$ cat config.mk
export PLATFORM = sky130hd
export DESIGN_NAME = maxcut_seq
export DESIGN_NICKNAME = d
export VERILOG_FILES = /design/src/rtl/maxcut_pkg.sv /design/src/rtl/maxcut_edge_mux.sv /design/src/rtl/maxcut_seq.sv
export SDC_FILE = /design/constraint.sdc
export NUM_CORES = 1
export LEC_CHECK = 0
export ABC_AREA = 1
export CAP_MARGIN = 15
export CORE_ASPECT_RATIO = 0.7
export CORE_MARGIN = 4
export CORE_UTILIZATION = 49
export CTS_CLUSTER_DIAMETER = 80
export CTS_CLUSTER_SIZE = 10
export DETAILED_ROUTE_END_ITERATION = 10
export PLACE_DENSITY_LB_ADDON = 0.15
export SETUP_SLACK_MARGIN = 0.02
export SLEW_MARGIN = 20
export SYNTH_ARGS = -nofsm -noshare
export SYNTH_HDL_FRONTEND = slang
export SYNTH_SLANG_ARGS = --single-unit
$ cat constraint.sdc
create_clock -name clk -period 3.7 [get_ports clk]
set_input_delay 0.37 -clock clk [delete_from_list [all_inputs] [get_ports clk]]
set_output_delay 0.37 -clock clk [all_outputs]
set_load 0.01 [all_outputs]
$ cat src/rtl/maxcut_pkg.sv
// Shared definitions for the sequential max-cut decision block:
// FSM state encoding, a constant-friendly clog2 and edge field extractors.
package maxcut_pkg;

    typedef enum logic {
        S_IDLE = 1'b0,
        S_SCAN = 1'b1
    } state_t;

    // Ceiling log2 usable in localparam expressions; clog2(1) = 0.
    function automatic int clog2(input int n);
        int r;
        r = 0;
        while ((1 << r) < n) begin
            r = r + 1;
        end
        return r;
    endfunction

    // Low vertex of a packed {v,u} edge field.
    function automatic int edge_u(input logic [31:0] fld, input int vw);
        return int'(fld & ((32'd1 << vw) - 32'd1));
    endfunction

    // High vertex of a packed {v,u} edge field.
    function automatic int edge_v(input logic [31:0] fld, input int vw);
        return int'((fld >> vw) & ((32'd1 << vw) - 32'd1));
    endfunction

endpackage

$ cat src/rtl/maxcut_edge_mux.sv
// Combinational edge selector: reports whether edge idx of the compile-time
// edge list crosses the latched partition.
module maxcut_edge_mux
    import maxcut_pkg::*;
#(
    parameter int N_VERTICES = 5,
    parameter int N_EDGES    = 6,
    parameter int VW         = 3,
    parameter int IW         = 3,
    parameter logic [2*VW*N_EDGES-1:0] EDGE_LIST =
        {6'o43, 6'o32, 6'o41, 6'o30, 6'o20, 6'o10}
) (
    input  logic [IW-1:0]         idx,
    input  logic [N_VERTICES-1:0] part_q,
    output logic                  e
);

    logic [N_EDGES-1:0] cut_bits;

    // One crossing flag per edge, endpoints resolved at elaboration.
    for (genvar gi = 0; gi < N_EDGES; gi++) begin : g_edge
        localparam int U = edge_u(32'(EDGE_LIST[2*VW*gi +: 2*VW]), VW);
        localparam int V = edge_v(32'(EDGE_LIST[2*VW*gi +: 2*VW]), VW);
        if (U >= N_VERTICES || V >= N_VERTICES) begin : g_bad
            $error("maxcut_edge_mux: edge %0d references a vertex >= N_VERTICES", gi);
            assign cut_bits[gi] = 1'b0;
        end else begin : g_ok
            assign cut_bits[gi] = part_q[U] != part_q[V];
        end
    end

    // Select the flag of the edge currently being scanned.
    always_comb begin
        e = 1'b0;
        for (int k = 0; k < N_EDGES; k++) begin
            if (idx == IW'(k)) begin
                e = cut_bits[k];
            end
        end
    end

endmodule

$ cat src/rtl/maxcut_seq.sv
// Sequential max-cut decision: scans one edge per cycle and stops as soon as
// the threshold is reached or can no longer be reached.
module maxcut_seq
    import maxcut_pkg::*;
#(
    parameter int N_VERTICES = 5,
    parameter int N_EDGES    = 6,
    parameter int VW         = 3,
    parameter int BITS       = 3,
    parameter logic [2*VW*N_EDGES-1:0] EDGE_LIST =
        {6'o43, 6'o32, 6'o41, 6'o30, 6'o20, 6'o10}
) (
    input  logic                  clk,
    input  logic                  rst_n,
    input  logic                  start,
    input  logic [N_VERTICES-1:0] part,
    input  logic [BITS-1:0]       cut,
    output logic                  busy,
    output logic                  done,
    output logic                  valid,
    output logic [BITS-1:0]       cut_size
);

    localparam int IW = (N_EDGES > 1) ? clog2(N_EDGES) : 1;

    state_t                state_reg, state_next;
    logic [N_VERTICES-1:0] part_reg;
    logic [BITS-1:0]       cut_reg;
    logic [IW-1:0]         idx_reg;
    logic [BITS-1:0]       count_reg;
    logic                  e;
    logic [BITS:0]         cnt_next;
    logic [BITS:0]         rem;
    logic                  accept;
    logic                  reject;
    logic                  load;
    logic                  finish;

    maxcut_edge_mux #(
        .N_VERTICES (N_VERTICES),
        .N_EDGES    (N_EDGES),
        .VW         (VW),
        .IW         (IW),
        .EDGE_LIST  (EDGE_LIST)
    ) u_edge_mux (
        .idx    (idx_reg),
        .part_q (part_reg),
        .e      (e)
    );

    // Running count and the best case still reachable, in one extra bit.
    always_comb begin
        cnt_next = {1'b0, count_reg} + {{BITS{1'b0}}, e};
        rem      = (BITS+1)'(N_EDGES - 1) - {{(BITS+1-IW){1'b0}}, idx_reg};
        accept   = cnt_next >= {1'b0, cut_reg};
        reject   = (cnt_next + rem) < {1'b0, cut_reg};
    end

    // State register.
    always_ff @(posedge clk or negedge rst_n) begin
        if (!rst_n) begin
            state_reg <= S_IDLE;
        end else begin
            state_reg <= state_next;
        end
    end

    // Next state plus load/finish strobes; accept takes priority over reject.
    always_comb begin
        state_next = state_reg;
        load       = 1'b0;
        finish     = 1'b0;
        case (state_reg)
            S_IDLE: begin
                if (start) begin
                    load       = 1'b1;
                    state_next = S_SCAN;
                end
            end
            S_SCAN: begin
                if (accept || reject) begin
                    finish     = 1'b1;
                    state_next = S_IDLE;
                end
            end
            default: state_next = S_IDLE;
        endcase
    end

    // Operand latches, scan counters and registered outputs.
    always_ff @(posedge clk or negedge rst_n) begin
        if (!rst_n) begin
            part_reg  <= '0;
            cut_reg   <= '0;
            idx_reg   <= '0;
            count_reg <= '0;
            busy      <= 1'b0;
            done      <= 1'b0;
            valid     <= 1'b0;
            cut_size  <= '0;
        end else begin
            done <= finish;
            if (load) begin
                part_reg  <= part;
                cut_reg   <= cut;
                idx_reg   <= '0;
                count_reg <= '0;
                busy      <= 1'b1;
                valid     <= 1'b0;
            end else if (finish) begin
                cut_size <= cnt_next[BITS-1:0];
                valid    <= accept;
                busy     <= 1'b0;
            end else if (state_reg == S_SCAN) begin
                count_reg <= cnt_next[BITS-1:0];
                idx_reg   <= idx_reg + IW'(1);
            end
        end
    end

endmodule

==> results of run 1 <==
==> cells in the final DEF (no fill, tap or decap), drive strengths merged <==
| cell | count |
|---|---|
| xnor2 | 2 |
| or2 | 2 |
| clkinvlp | 1 |
| clkbuf | 3 |
| nand3 | 13 |
| a21oi | 2 |
| dfrtp | 21 |
| xor2 | 1 |
| ha | 15 |
| nor3 | 1 |
| buf | 6 |
| inv | 28 |
| o21ai | 9 |
| fa | 1 |
| nand2 | 61 |
| nor2 | 4 |
| clkdlybuf4s50 | 16 |
| o21a | 1 |
==> area by class of cell <==
| cell class | count | area, sq um | area share |
|---|---|---|---|
| clock buffers | 3 | 41.3 | 0.0252 |
| clock inverters | 1 | 7.51 | 0.00457 |
| inverters | 28 | 108 | 0.0655 |
| multi-input cells | 112 | 712 | 0.434 |
| flip-flops and latches | 21 | 526 | 0.320 |
| well taps | 34 | 42.5 | 0.0259 |
| repair buffers | 22 | 205 | 0.125 |
==> repair_timing <==
action,in CTS,in global routing
endpoints found under the setup margin,0,13
resized for setup,0,8
buffers inserted,0,2
endpoints found under the hold margin,0,0
==> metrics by stage <==
stage	util	setup TNS [ns]	std cells
3_3_place_gp	0.611	0	215
4_1_cts	0.631	0	219
3_5_place_dp	0.611	0	215
5_1_grt	0.653	-0.194	221
2_1_floorplan	-	0	163
6_report	0.653	0	221
==> worst register-to-register path, stage by stage (launching register included) <==
cell and delay (ns):
dfrtp_1 0.43, inv_2 0.06, ha_1 0.20, or2_2 0.27, nand3_1 0.08, nand2_1 0.05
nand2_1 0.05, nand2_1 0.05, nand2_1 0.05, nand2_1 0.08, ha_4 0.18, ha_4 0.28
inv_1 0.06, nand2_1 0.07, nand2_1 0.06, ha_2 0.18, fa_1 0.44, ha_1 0.20
nor3_2 0.14, nand2_2 0.11, nand3_4 0.15, inv_4 0.07, nand2_1 0.07, nand2_1 0.05
==> routing by layer <==
layer / vias to the layer above / routed length [microns] / GRT usage
met3: 2 / 136 / 0.0452
met5: - / 0 / 0
met2: 27 / 1230 / 0.260
li1: 551 / - / -
met4: 0 / 12 / 0.0255
met1: 470 / 1270 / 0.228
==> cells by family after synthesis <==
kind of cell    after synthesis  synth area share
xor+xnor                      3            0.0199
simple gates                 81             0.275
compound gates               12            0.0558
buf+inv                      30            0.0955
flops                        21             0.397
fa+ha+maj                    16             0.157
==> worst max path at each step <==
| stage | startpoint | to |
|---|---|---|
| after floorplan | idx_reg[1] | cut_size[2] |
| after global placement | idx_reg[0] | count_reg[1] |
| after detailed placement | idx_reg[0] | idx_reg[1] |
| after CTS | idx_reg[0] | idx_reg[0] |
| after global routing | idx_reg[0] | count_reg[0] |
| final | idx_reg[0] | idx_reg[1] |
==> flow_summary.toml, run 1 <==
[worst_setup_path]
critPathSlowestCell = "fa_1"
cp_top_family = "adder cells"
cpPeakStageDelay_ns = 0.44
crit_path_end_kind = "register"
cp.arrival_ns = 3.64
criticalPathCategory = "register to register"
cp_cell_sequence = "inv_2, ha_1, or2_2, nand3_1, nand2_1, nand2_1, nand2_1, nand2_1, nand2_1, ha_4, ha_4, inv_1, nand2_1, nand2_1, ha_2, fa_1, ha_1, nor3_2, nand2_2, nand3_4, inv_4, nand2_1, nand2_1"
r2r_cells = 23
path_depth = 23
rr_startpoint = "idx_reg[0]"
startpoint_type = "register"
crit_buf_inv = 3
crit_fanout = 8
r2r_end = "idx_reg[1]"
rrSetupSlack_ns = 0.22
worst_path_most_repeated_cell = "nand2_1"
crit_required_ns = 3.86

[synthesis]
yosysMostFrequentCell = "nand2_1"
ys_seq_area_frac = 0.397
syn-instance-count = 163
synth_seq_cells = 21
synth.avg_cell_area_sq_um = 8.12
synth_area_leaders = "dfrtp_1 40%, nand2_1 16%, ha_1 14%"
synthTopCellsByCount = "56 x nand2_1, 25 x inv_1, 21 x dfrtp_1"
syn_nets = 190
post-synth-top-area-fraction = 0.397
synth.largest_area_cell = "dfrtp_1"
synth_edf_count = 0
async_flop_share = 1.00
synth_area_sq_um = 1320
ys_warn_count = 0
ys.flop_type = "dfrtp_1"
yosysUniqueCellTypes = 24

[sta]
whs_ns = 0.489
fin_skew_ns = 0.00327
finalCritPeriodShare = 0.941
maxSlewViolCount = 0
hold_viol = 0
tightest_slew_ns = 0.947
period_minus_slack_ns = 3.48
slew_headroom = 0.366
finalSetupViolations = 0
max_freq_mhz = 287
fin_ws_ns = 0.218

[placement]
dp_slack_ns = 0.0470
dp_hpwl_microns = 2080
place_congestion = 0.841
portBuffers = 16
placed_area_sq_um = 1540

[cts]
worstSkewPairLatency_ns = 0.26
cts_tree = "done"
ctsHoldBuffers = 0
clock_sinks = 21
cts_made_buffers = 3
cts-root-buf = "clkbuf_8"
clockBufferDepth = 2
clk_pin_slew_ns = 0.08
ctsHtreeMaxLevel = 1

[floorplanning]
initial_core_util = 0.526
io_pins = 17
die_width_microns = 70.1
placementRows = 15
core_area_sq_um = 2510
fp.dieArea_sq_um = 3610
die_h_microns = 51.5

[grt]
grt_max_degree = 22
grt.total_usage = 0.164
grt-ovfl-total = 0
grt_pass1_wl_microns = 4660
antenna_found_initial = 0
grt_pass1_vias = 1047

[worst_hold_path]
hp-class = "register to register"
holdPathStages = 2
hold_start = "cut_size[2]"
holdPathEnd = "cut_size[2]"

[detailed_routing]
wl_microns = 2640
post-route-drc-count = 0
drtPass1Iterations = 4
num_vias = 1050
viasPerCell = 4.75
ant_nets = 0
first_iter_violations = 63
wl_per_cell_microns = 12.0

[final_layout]
nFillCells = 227
antenna_cells = 0
fin_area_sq_um = 1640
largest_reg_flops = 5
layout.nets = 215
syn2layout_area_growth_pct = 24.0
layout-drive-gt1-share = 0.166

[run]
max_cap_violations = 0

[status]
status = "finished, final reports clean"
Power of run 1 is not shown: default switching activity piles up to over one toggle a cycle in this logic, so the estimate is an artifact.
==> run 2: changes to the inputs <==
- CORE_UTILIZATION: 49 -> 58
- clock period: 3.7 -> 4.44 ns (I/O delays scaled with it)
==> run 2 against run 1 <==
  * Core utilization grew 6.0 points
  * Final cell count shrank 3.6%
  * Critical path depth is the same
  * Register-to-register slack gained 0.35 ns
  * Maximum frequency shrank 10%
  * Critical path type unchanged
==> flow_summary.toml, run 2 (same netlist as run 1, synthesis figures left out) <==
[cts]
cts_tree = "done"
cts_setup_buffers = 0
clock_sinks = 21
cts_resized = 0
ctsHtreeMaxLevel = 1
cts-root-buf = "clkbuf_4"
cts_made_buffers = 3
worstSkewPairLatency_ns = 0.32
clockBufferDepth = 2
ctsHoldBuffers = 0
clk_pin_slew_ns = 0.13

[worst_setup_path]
startpoint_type = "register"
crit_fanout = 8
critPathSlowestCell = "dfrtp_1"
worst_path_most_repeated_cell = "nand2_1"
cp.arrival_ns = 4.09
cp_cell_sequence = "inv_1, ha_1, or2_2, nand3_1, nand2_1, nand2_1, nand2_1, nand2_1, nand2_1, ha_1, ha_1, inv_1, nand2_1, nand2_1, ha_1, fa_1, ha_1, nor3_2, nand2_1, nand3_4, inv_4, nand2_1, nand2_1"
crit_path_end_kind = "register"
criticalPathCategory = "register to register"
crit_required_ns = 4.66
cpPeakStageDelay_ns = 0.45

[sta]
slew_headroom = 0.360
tightest_slew_ns = 0.957
finalCritPeriodShare = 0.872
fin_skew_ns = 0.00281
hold_viol = 0
maxSlewViolCount = 0
period_minus_slack_ns = 3.87
setup_tns_ns = 0
rsz0062_at_grt = "no"
max_freq_mhz = 258
finalSetupViolations = 0

[floorplanning]
die_width_microns = 65.1
placementRows = 14
die_h_microns = 48.0
fp.dieArea_sq_um = 3120
core_area_sq_um = 2150
io_pins = 17
initial_core_util = 0.614

[detailed_routing]
post-route-drc-count = 0
drtPass1Iterations = 4
num_vias = 1055
viasPerCell = 4.95
first_iter_violations = 53
wl_per_cell_microns = 12.4
wl_microns = 2650
ant_nets = 0

[final_layout]
nFillCells = 185
layout.nets = 209
mostFrequentLayoutCell = "nand2_1"
layout-drive-gt1-share = 0.0994
syn2layout_area_growth_pct = 16.0
multiInputGateArea_sq_um = 672
final_cell_mix = "56 x nand2_1, 25 x inv_1, 21 x dfrtp_1, 16 x clkdlybuf4s50_1, 15 x ha_1"
largest_reg_flops = 5
final_cells = 213
seq_area_sq_um = 526
antenna_cells = 0
final_util = 0.713

[grt]
grt.total_usage = 0.196
grt-ovfl-total = 0
antenna_found_initial = 0
grt_max_degree = 22
grt_pass1_wl_microns = 4560
grt_pass1_vias = 999

[placement]
portBuffers = 16
dp_hpwl_microns = 2120
place_congestion = 0.790
dp.cells = 209

[run]
max_cap_violations = 0

[worst_hold_path]
hp-class = "register to register"

[status]
status = "finished, final reports clean"
==> run 2: changes by cell type in the layout (fill, tap and decap cells not counted) <==
cell      delta
xnor2_1      +1
buf_4        -6
ha_1         +4
ha_2         -2
xnor2_2      -1
clkbuf_8     -3
ha_4         -2
clkbuf_4     +3
nand2_1      +1
inv_2        -1
nand2_2      -1
inv_1        +1
==> run 2: worst paths after layout <==
kind | from | to | slack (ns) | depth (start not counted)
setup / recovery | idx_reg[1] | idx_reg[0] | 0.57 | 23
max in group asynchronous | rst_n | state_reg | 3.22 | 1
hold reg to reg | cut_size[2] | cut_size[2] | 0.51 | 2
setup reg to reg | idx_reg[1] | idx_reg[0] | 0.57 | 23
hold / removal | cut_size[2] | cut_size[2] | 0.51 | 2
min in group asynchronous | rst_n | cut_size[2] | 0.64 | 1
==> run 2: worst max-delay path, delay by kind of cell, from the launching register on <==
family                     cells  cell delay (ns)
adders and majority gates      6             1.68
buffers and inverters          3             0.27
DFF                            1             0.45
and+or+nand+nor               14             1.38
==> run 2: final cells by class <==
class                   instances  area share
well taps                      32      0.0261
multi-input cells             112       0.438
clock inverters                 1     0.00489
clock buffers                   3      0.0147
repair buffers                 16       0.104
inverters                      28      0.0701
flip-flops and latches         21       0.342
==> run 2: through the flow <==
step	setup WS (ns)	area, sq um	hold slack [ns]
floorplan	1.01	1320	0.148
global placement	0.716	1510	0.471
detailed placement	0.608	1510	0.487
CTS	0.588	1540	0.517
global route	0.291	1540	0.546
finish	0.569	1540	0.508
==> run 2: layer usage <==
layer  up-vias  wire [microns]  global-route usage
met5         -               0                   0
met1       487            1270               0.260
met4         0              18              0.0496
met2        25            1240               0.329
met3         4             117              0.0493
li1        539               -                   -
Power of run 2 is left out for the same reason.
